[config.mk]
export PLATFORM = sky130hd
export DESIGN_NAME = hazard_control_unit
export DESIGN_NICKNAME = d
export VERILOG_FILES = /design/src/rtl/hazard_control_unit.sv
export SDC_FILE = /design/constraint.sdc
export NUM_CORES = 1
export LEC_CHECK = 0
export CORE_ASPECT_RATIO = 2
export CORE_MARGIN = 2
export CORE_UTILIZATION = 50
export DETAILED_ROUTE_END_ITERATION = 10
export PLACE_DENSITY = 0.89
export SKIP_CTS_REPAIR_TIMING = 1
export SLEW_MARGIN = 20
export SYNTH_ARGS = -nofsm -noshare
export SYNTH_HDL_FRONTEND = slang
export SYNTH_SLANG_ARGS = --single-unit
[constraint.sdc]
create_clock -name clk -period 6 [get_ports clk]
set_clock_uncertainty 0.2 [all_clocks]
set_input_delay 0.9 -clock clk [delete_from_list [all_inputs] [get_ports clk]]
set_output_delay 0.9 -clock clk [all_outputs]
set_load 0.05 [all_outputs]
[src/rtl/hazard_control_unit.sv]
// Load-use stall, branch/jump flush and ID/EX bubble control for the MIPS pipeline,
// with saturating stall/flush statistics counters.
module hazard_control_unit #(
  parameter int unsigned STALL_CYCLES = 1,
  parameter int unsigned CNT_WIDTH    = 16
) (
  input  logic                 clk,
  input  logic                 reset,
  input  logic [4:0]           id_rs,
  input  logic [4:0]           id_rt,
  input  logic                 id_uses_rt,
  input  logic                 id_jump,
  input  logic                 ex_MemRead,
  input  logic [4:0]           ex_rt,
  input  logic                 ex_branch_taken,
  output logic                 pc_write,
  output logic                 ifid_write,
  output logic                 ifid_flush,
  output logic                 idex_bubble,
  output logic                 stalled,
  output logic [CNT_WIDTH-1:0] stall_count,
  output logic [CNT_WIDTH-1:0] flush_count
);

  localparam logic [1:0]           SC_LOAD = 2'(STALL_CYCLES - 1);
  localparam logic [CNT_WIDTH-1:0] CNT_MAX = '1;

  typedef enum logic {RUN, STALL} state_t;

  state_t     state, state_next;
  logic [1:0] sc, sc_next;
  logic       lu_hit;
  logic       stall_inc;
  logic       flush_inc;

  // Register 0 is hardwired, so a load targeting it never creates a dependency.
  assign lu_hit = ex_MemRead && (ex_rt != 5'd0) &&
                  ((ex_rt == id_rs) || (id_uses_rt && (ex_rt == id_rt)));

  // Next-state and combinational control outputs.
  always_comb begin
    state_next  = state;
    sc_next     = sc;
    pc_write    = 1'b1;
    ifid_write  = 1'b1;
    ifid_flush  = 1'b0;
    idex_bubble = 1'b0;
    stalled     = 1'b0;
    stall_inc   = 1'b0;
    flush_inc   = 1'b0;
    if (reset) begin
      pc_write   = 1'b0;
      ifid_write = 1'b0;
      state_next = RUN;
      sc_next    = 2'd0;
    end else begin
      case (state)
        RUN: begin
          if (ex_branch_taken) begin
            ifid_flush  = 1'b1;
            idex_bubble = 1'b1;
            flush_inc   = 1'b1;
          end else if (lu_hit) begin
            // A jump in ID is simply held here and serviced once the stall ends.
            pc_write    = 1'b0;
            ifid_write  = 1'b0;
            idex_bubble = 1'b1;
            stall_inc   = 1'b1;
            if (SC_LOAD != 2'd0) begin
              state_next = STALL;
              sc_next    = SC_LOAD;
            end
          end else if (id_jump) begin
            ifid_flush = 1'b1;
            flush_inc  = 1'b1;
          end
        end
        STALL: begin
          stalled = 1'b1;
          if (ex_branch_taken) begin
            ifid_flush  = 1'b1;
            idex_bubble = 1'b1;
            flush_inc   = 1'b1;
            state_next  = RUN;
            sc_next     = 2'd0;
          end else begin
            pc_write    = 1'b0;
            ifid_write  = 1'b0;
            idex_bubble = 1'b1;
            stall_inc   = 1'b1;
            sc_next     = sc - 2'd1;
            if (sc == 2'd1) state_next = RUN;
          end
        end
        default: begin
          state_next = RUN;
          sc_next    = 2'd0;
        end
      endcase
    end
  end

  // State register and saturating statistics counters.
  always_ff @(posedge clk) begin
    if (reset) begin
      state       <= RUN;
      sc          <= 2'd0;
      stall_count <= '0;
      flush_count <= '0;
    end else begin
      state <= state_next;
      sc    <= sc_next;
      if (stall_inc && (stall_count != CNT_MAX)) stall_count <= stall_count + CNT_WIDTH'(1);
      if (flush_inc && (flush_count != CNT_MAX)) flush_count <= flush_count + CNT_WIDTH'(1);
    end
  end

endmodule

-- Word level (Yosys, flattened, before mapping)
Cells that the tools add are included.
- equality and inequality tests: 5
- add/subtract/negate cells: 3
- mux-type cells: 22
- bitwise gates (word level): 1
- reductions and logical operators: 8
- operator list (operator ; count):
    $add A16 B1 Y16 const B ; 2
    $ne A16 B16 Y1 const B ; 2
    $mux W1 ; 17
    $eq A5 B5 Y1 ; 2
    $pmux W1 S2 ; 4
    $logic_and A1 B1 Y1 ; 5
    $reduce_bool A5 Y1 ; 1
    $reduce_or A3 Y1 ; 1
    $eq A2 B1 Y1 const B ; 1
    $mux W2 ; 1
    $sub A2 B1 Y2 const B ; 1
    $logic_or A1 B1 Y1 ; 1
    $not A1 Y1 ; 1
- output and inout port bits: 37
- register bits after elaboration: 35
- word-level logic and storage cells: 43
- input port bits: 21

-- Longest topological paths before layout
- depth after elaboration: 9
- mapped depth: 9
- mapped depth without buffers: 8

-- Least setup slack after synthesis
No wires, ideal clock.
- kind: input-to-output
- start: input ex_rt[1]
- end: output pc_write
- arrival: 2.958 ns
- cell stages on the path: 6
- path slack: 1.942 ns
- required time: 4.900 ns
- path buffers: 1
- cell sequence: or4_1 -> o21a_1 -> a21oi_2 -> nor2_1 -> nor2_1 -> buf_4
- word-level cells in the longest chain between the ends: 8
- elaborated cells between the ends (all ways): 11
- classes of those cells: eq/ne: 2; mux: 4; reduce/logical: 5
- ends and longest elaborated chain (what ; line ; text):
    from (decl) ; 14 ; input logic [4:0] ex_rt,
    $eq A5 B5 Y1 ; 38 ; ((ex_rt == id_rs) || (id_uses_rt && (ex_rt == id_rt)));
    $logic_and A1 B1 Y1 ; 38 ;
    $logic_or A1 B1 Y1 ; 38 ;
    $logic_and A1 B1 Y1 * ; 37 ; assign lu_hit = ex_MemRead && (ex_rt != 5'd0) &&
    $mux W1 * (2 in series) ; n/a ;
    $pmux W1 S2 * ; n/a ;
    $mux W1 * ; n/a ;
    to (decl) ; 16 ; output logic pc_write,
Every way passes the cells marked *; elsewhere a longest branch is shown, timed or not.

-- Worst setup path after layout
- start: input ex_rt[1]
- end: output ifid_flush
- word-level cells in the longest chain between the ends: 8
- elaborated cells between the ends (all ways): 11
- classes of those cells: eq/ne: 2; mux: 4; reduce/logical: 5
- ends and longest elaborated chain (what ; line ; text):
    $eq A5 B5 Y1 ; 38 ;
    $logic_and A1 B1 Y1 ; 38 ;
    $logic_or A1 B1 Y1 ; 38 ;
    $logic_and A1 B1 Y1 * ; 37 ;
    $mux W1 * ; 63 ; end else if (lu_hit) begin
    $mux W1 * ; 59 ; if (ex_branch_taken) begin
    $pmux W1 S2 * ; 57 ; case (state)
    $mux W1 * ; 51 ; if (reset) begin
    to (decl) ; 18 ; output logic ifid_flush,
Marks and branches as above.

==> results.sh <==
export IMPL_status="finished clean"
export IMPL_ir_worst_vdd_mv=0.205
export IMPL_power_share_clock=0.439
export IMPL_crit_slowest_cell="clkdlybuf4s50_1"
export IMPL_cts_tree="yes"
export IMPL_synth_top_area_frac=0.378
export IMPL_wl_met1_um=1730
export IMPL_port_buffer_count=57
export IMPL_fin_util=0.725
export IMPL_worstPathRequired_ns=4.90
export IMPL_top_level_ports=58
export IMPL_die_h_um=90.2
export IMPL_drt_iter0_drc=41
export IMPL_post_route_period_util=0.765
export IMPL_rsz0062_at_grt="false"
export IMPL_drtPass1Iterations=4
export IMPL_area_sequential_sq_um=701
export IMPL_holdWs_ns=0.309
export IMPL_critPathMostFrequentCell="clkdlybuf4s50_1"
export IMPL_rrSetupSlack_ns=3.56
export IMPL_p_per_area_mw_per_mm2=226
export IMPL_post_place_ws_ns=1.41
export IMPL_place_gp_congestion=0.786
export IMPL_finalNetCount=305
export IMPL_final_cells=331
export IMPL_syn_num_nets=248
export IMPL_synth_enable_flop_cells=0
export IMPL_critPathCaptureType="output pin"
export IMPL_die_area_sq_mm=0.00424
export IMPL_yosysTopAreaCell="dfxtp_1"
export IMPL_netlist_area_sq_mm=0.00186
export IMPL_dp_hpwl_um=3660
export IMPL_synth_async_sr_flop_share=0
export IMPL_ff2ff_path_depth=8
export IMPL_postRouteAntennaNets=0
export IMPL_clockBufferDepth=2
export IMPL_multi_input_area_sq_mm=0.00109
export IMPL_fin_crit_ns=4.59
export IMPL_rr_startpoint="stall_count[0]"
export IMPL_ys_flop_type="dfxtp_1"
export IMPL_setup_ws_ns=1.41
export IMPL_static_leakage_power_nw=0.900
export IMPL_final_max_slew_violation_count=0
export IMPL_cts_made_buffers=5
export IMPL_globalRouteOverflowTotal=0
export IMPL_clkSinkCount=35
export IMPL_rows=31
export IMPL_setup_viol=0
export IMPL_min_from="stall_count[15]"
export IMPL_tightestPinTransition_ns=0.607
export IMPL_clk_latency_ns=0.29
export IMPL_p_int_mw=0.437
export IMPL_critical_path_max_stage_delay_ns=0.91
export IMPL_n_fill_cell=288
export IMPL_cts_clk_slew_worst_paths_ns=0.08
export IMPL_pwr_share_comb=0.145
export IMPL_max_cap_viol_count=0
export IMPL_drcViolationCount=0
export IMPL_synthCells=224
export IMPL_min_to="stall_count[15]"
export IMPL_hold_viol_final=0
export IMPL_post_drt_wl_per_cell_um=14.8
export IMPL_cts_root_buffer="clkbuf_8"
export IMPL_clock_fmax_mhz=218
export IMPL_grt_pass1_vias=1788
export IMPL_yosys_cell_count_top_type="dfxtp_1"
export IMPL_vias_per_cell=5.61
export IMPL_crit_fanout=13
export IMPL_slew_headroom=0.594
export IMPL_synth_seq_cells=35
export IMPL_hp_class="flip-flop to flip-flop"
export IMPL_sequentialPowerShare=0.416
export IMPL_synthToLayoutAreaGrowth_pct=39.4
export IMPL_floorplan_initialDensity=0.520
export IMPL_grt_total_usage=0.242
export IMPL_cp_arrival_ns=3.49
export IMPL_route_met3_wl_um=149
export IMPL_synth_common_cells="dfxtp_1, nor2_1, nand2_1"
export IMPL_antenna_found_initial=0
export IMPL_cp_cell_sequence="clkdlybuf4s50_1, or4_1, o21a_1, o31a_1, o31ai_4, clkdlybuf4s50_1"
export IMPL_synth_area_leaders="dfxtp_1, xnor2_1, nor2_1, xor2_1, nand2_1"
export IMPL_ys_warn_count=0
export IMPL_power_switching_mw=0.146
export IMPL_setup_tns_ns=0
export IMPL_r2r_end="stall_count[13]"
export IMPL_route_vias_total=1858
export IMPL_holdPathStages=2
export IMPL_criticalPathCategory="input pin to output pin"
export IMPL_grt_pass1_wl_um=7730
export IMPL_p_sw_frac=0.251
export IMPL_grt_max_degree=25
export IMPL_drive_gt1_frac=0.0638
export IMPL_yosysUniqueCellTypes=36
export IMPL_core_sq_mm=0.00357
export IMPL_top_layer_used="met4"
export IMPL_placed_cells=323
export IMPL_totalWireLength_um=4890
export IMPL_syn_mean_instance_area_sq_um=8.28
export IMPL_die_w_um=47.1
export IMPL_cp_startpoint="ex_rt[1]"
export IMPL_synth_seq_area_share=0.378
export IMPL_n_antenna_cell=0
export IMPL_wl_met2_um=2900
export IMPL_startpoint_type="input pin"
export IMPL_h_tree_depth=2
layer usage:
| layer | vias to the layer above | GRT usage |
|---|---|---|
| met5 | - | 0 |
| met4 | 0 | 0.116 |
| met3 | 13 | 0.0382 |
| met2 | 50 | 0.451 |
| met1 | 894 | 0.229 |
| li1 | 901 | - |
registers in the layout (all words and copies together) (netlist names):
signal,cells
stall_count,16
sc,2
state,1
flush_count,16
placed cells by master (no fill, tap or decap), drive strengths merged, types with 4 or more instances in the layout:
master         synthesis  layout
a21oi                 14      14
and3                   8       8
clkbuf                 5       5
clkdlybuf4s50          0      57
dfxtp                 35      35
inv                    6       6
nand2                 23      23
nand3                 15      15
nand4                 12      12
nor2                  30      30
nor4                   4       4
o21ai                  6       6
o31ai                  6       6
or3                    5       5
or4                    4       4
xnor2                 15      15
xor2                  11      11
worst max-delay path: cells and delay by family:
family	cells	cell delay, ns
buffers and inverters	2	1.39
AND/OR/NAND/NOR	1	0.55
AO/OA/AOI/OAI	3	0.65
kinds of logic (layout without fill, tap and decap cells):
kind of cell / Yosys count / in the layout / share of synthesized area
AND/OR/NAND/NOR: 111 / 111 / 0.308
adder cells (fa/ha/maj): 3 / 3 / 0.0202
XOR/XNOR: 26 / 26 / 0.123
multiplexers: 4 / 4 / 0.0229
AO/OA/AOI/OAI: 31 / 31 / 0.112
buffers and inverters: 14 / 72 / 0.0364
flip-flops: 35 / 35 / 0.378
layout make-up:
cell class / instances / area share
clock buffers: 5 / 0.0266
clock inverters: 3 / 0.0261
inverters: 6 / 0.00871
multi-input cells: 175 / 0.420
flip-flops and latches: 35 / 0.271
well taps: 49 / 0.0237
repair buffers: 58 / 0.224
worst max-delay path by stage:
stage | end | slack, ns | cells past startpoint
6_report | ifid_flush | 1.41 | 6
4_1_cts | ifid_flush | 1.41 | 6
3_3_place_gp | ifid_flush | 1.44 | 6
3_5_place_dp | ifid_flush | 1.41 | 6
2_1_floorplan | pc_write | 1.94 | 6
5_1_grt | ifid_write | 1.29 | 7
power groups by stage:
| stage | logic (mW) | registers, mW | clock network, mW |
|---|---|---|---|
| after detailed placement | 0.0838 | 0.248 | 0 |
| after global routing | 0.0889 | 0.243 | 0.268 |
| after global placement | 0.0825 | 0.248 | 0 |
| final | 0.0844 | 0.243 | 0.256 |
| after floorplan | 0.0367 | 0.262 | 0 |
| after CTS | 0.0841 | 0.243 | 0.259 |
metrics by stage:
stage | total power, mW | area [sq um]
floorplan | 0.299 | 1860
global placement | 0.330 | 2450
detailed placement | 0.332 | 2450
CTS | 0.585 | 2590
global route | 0.600 | 2590
finish | 0.584 | 2590
Power figures use the tool's default switching activity.
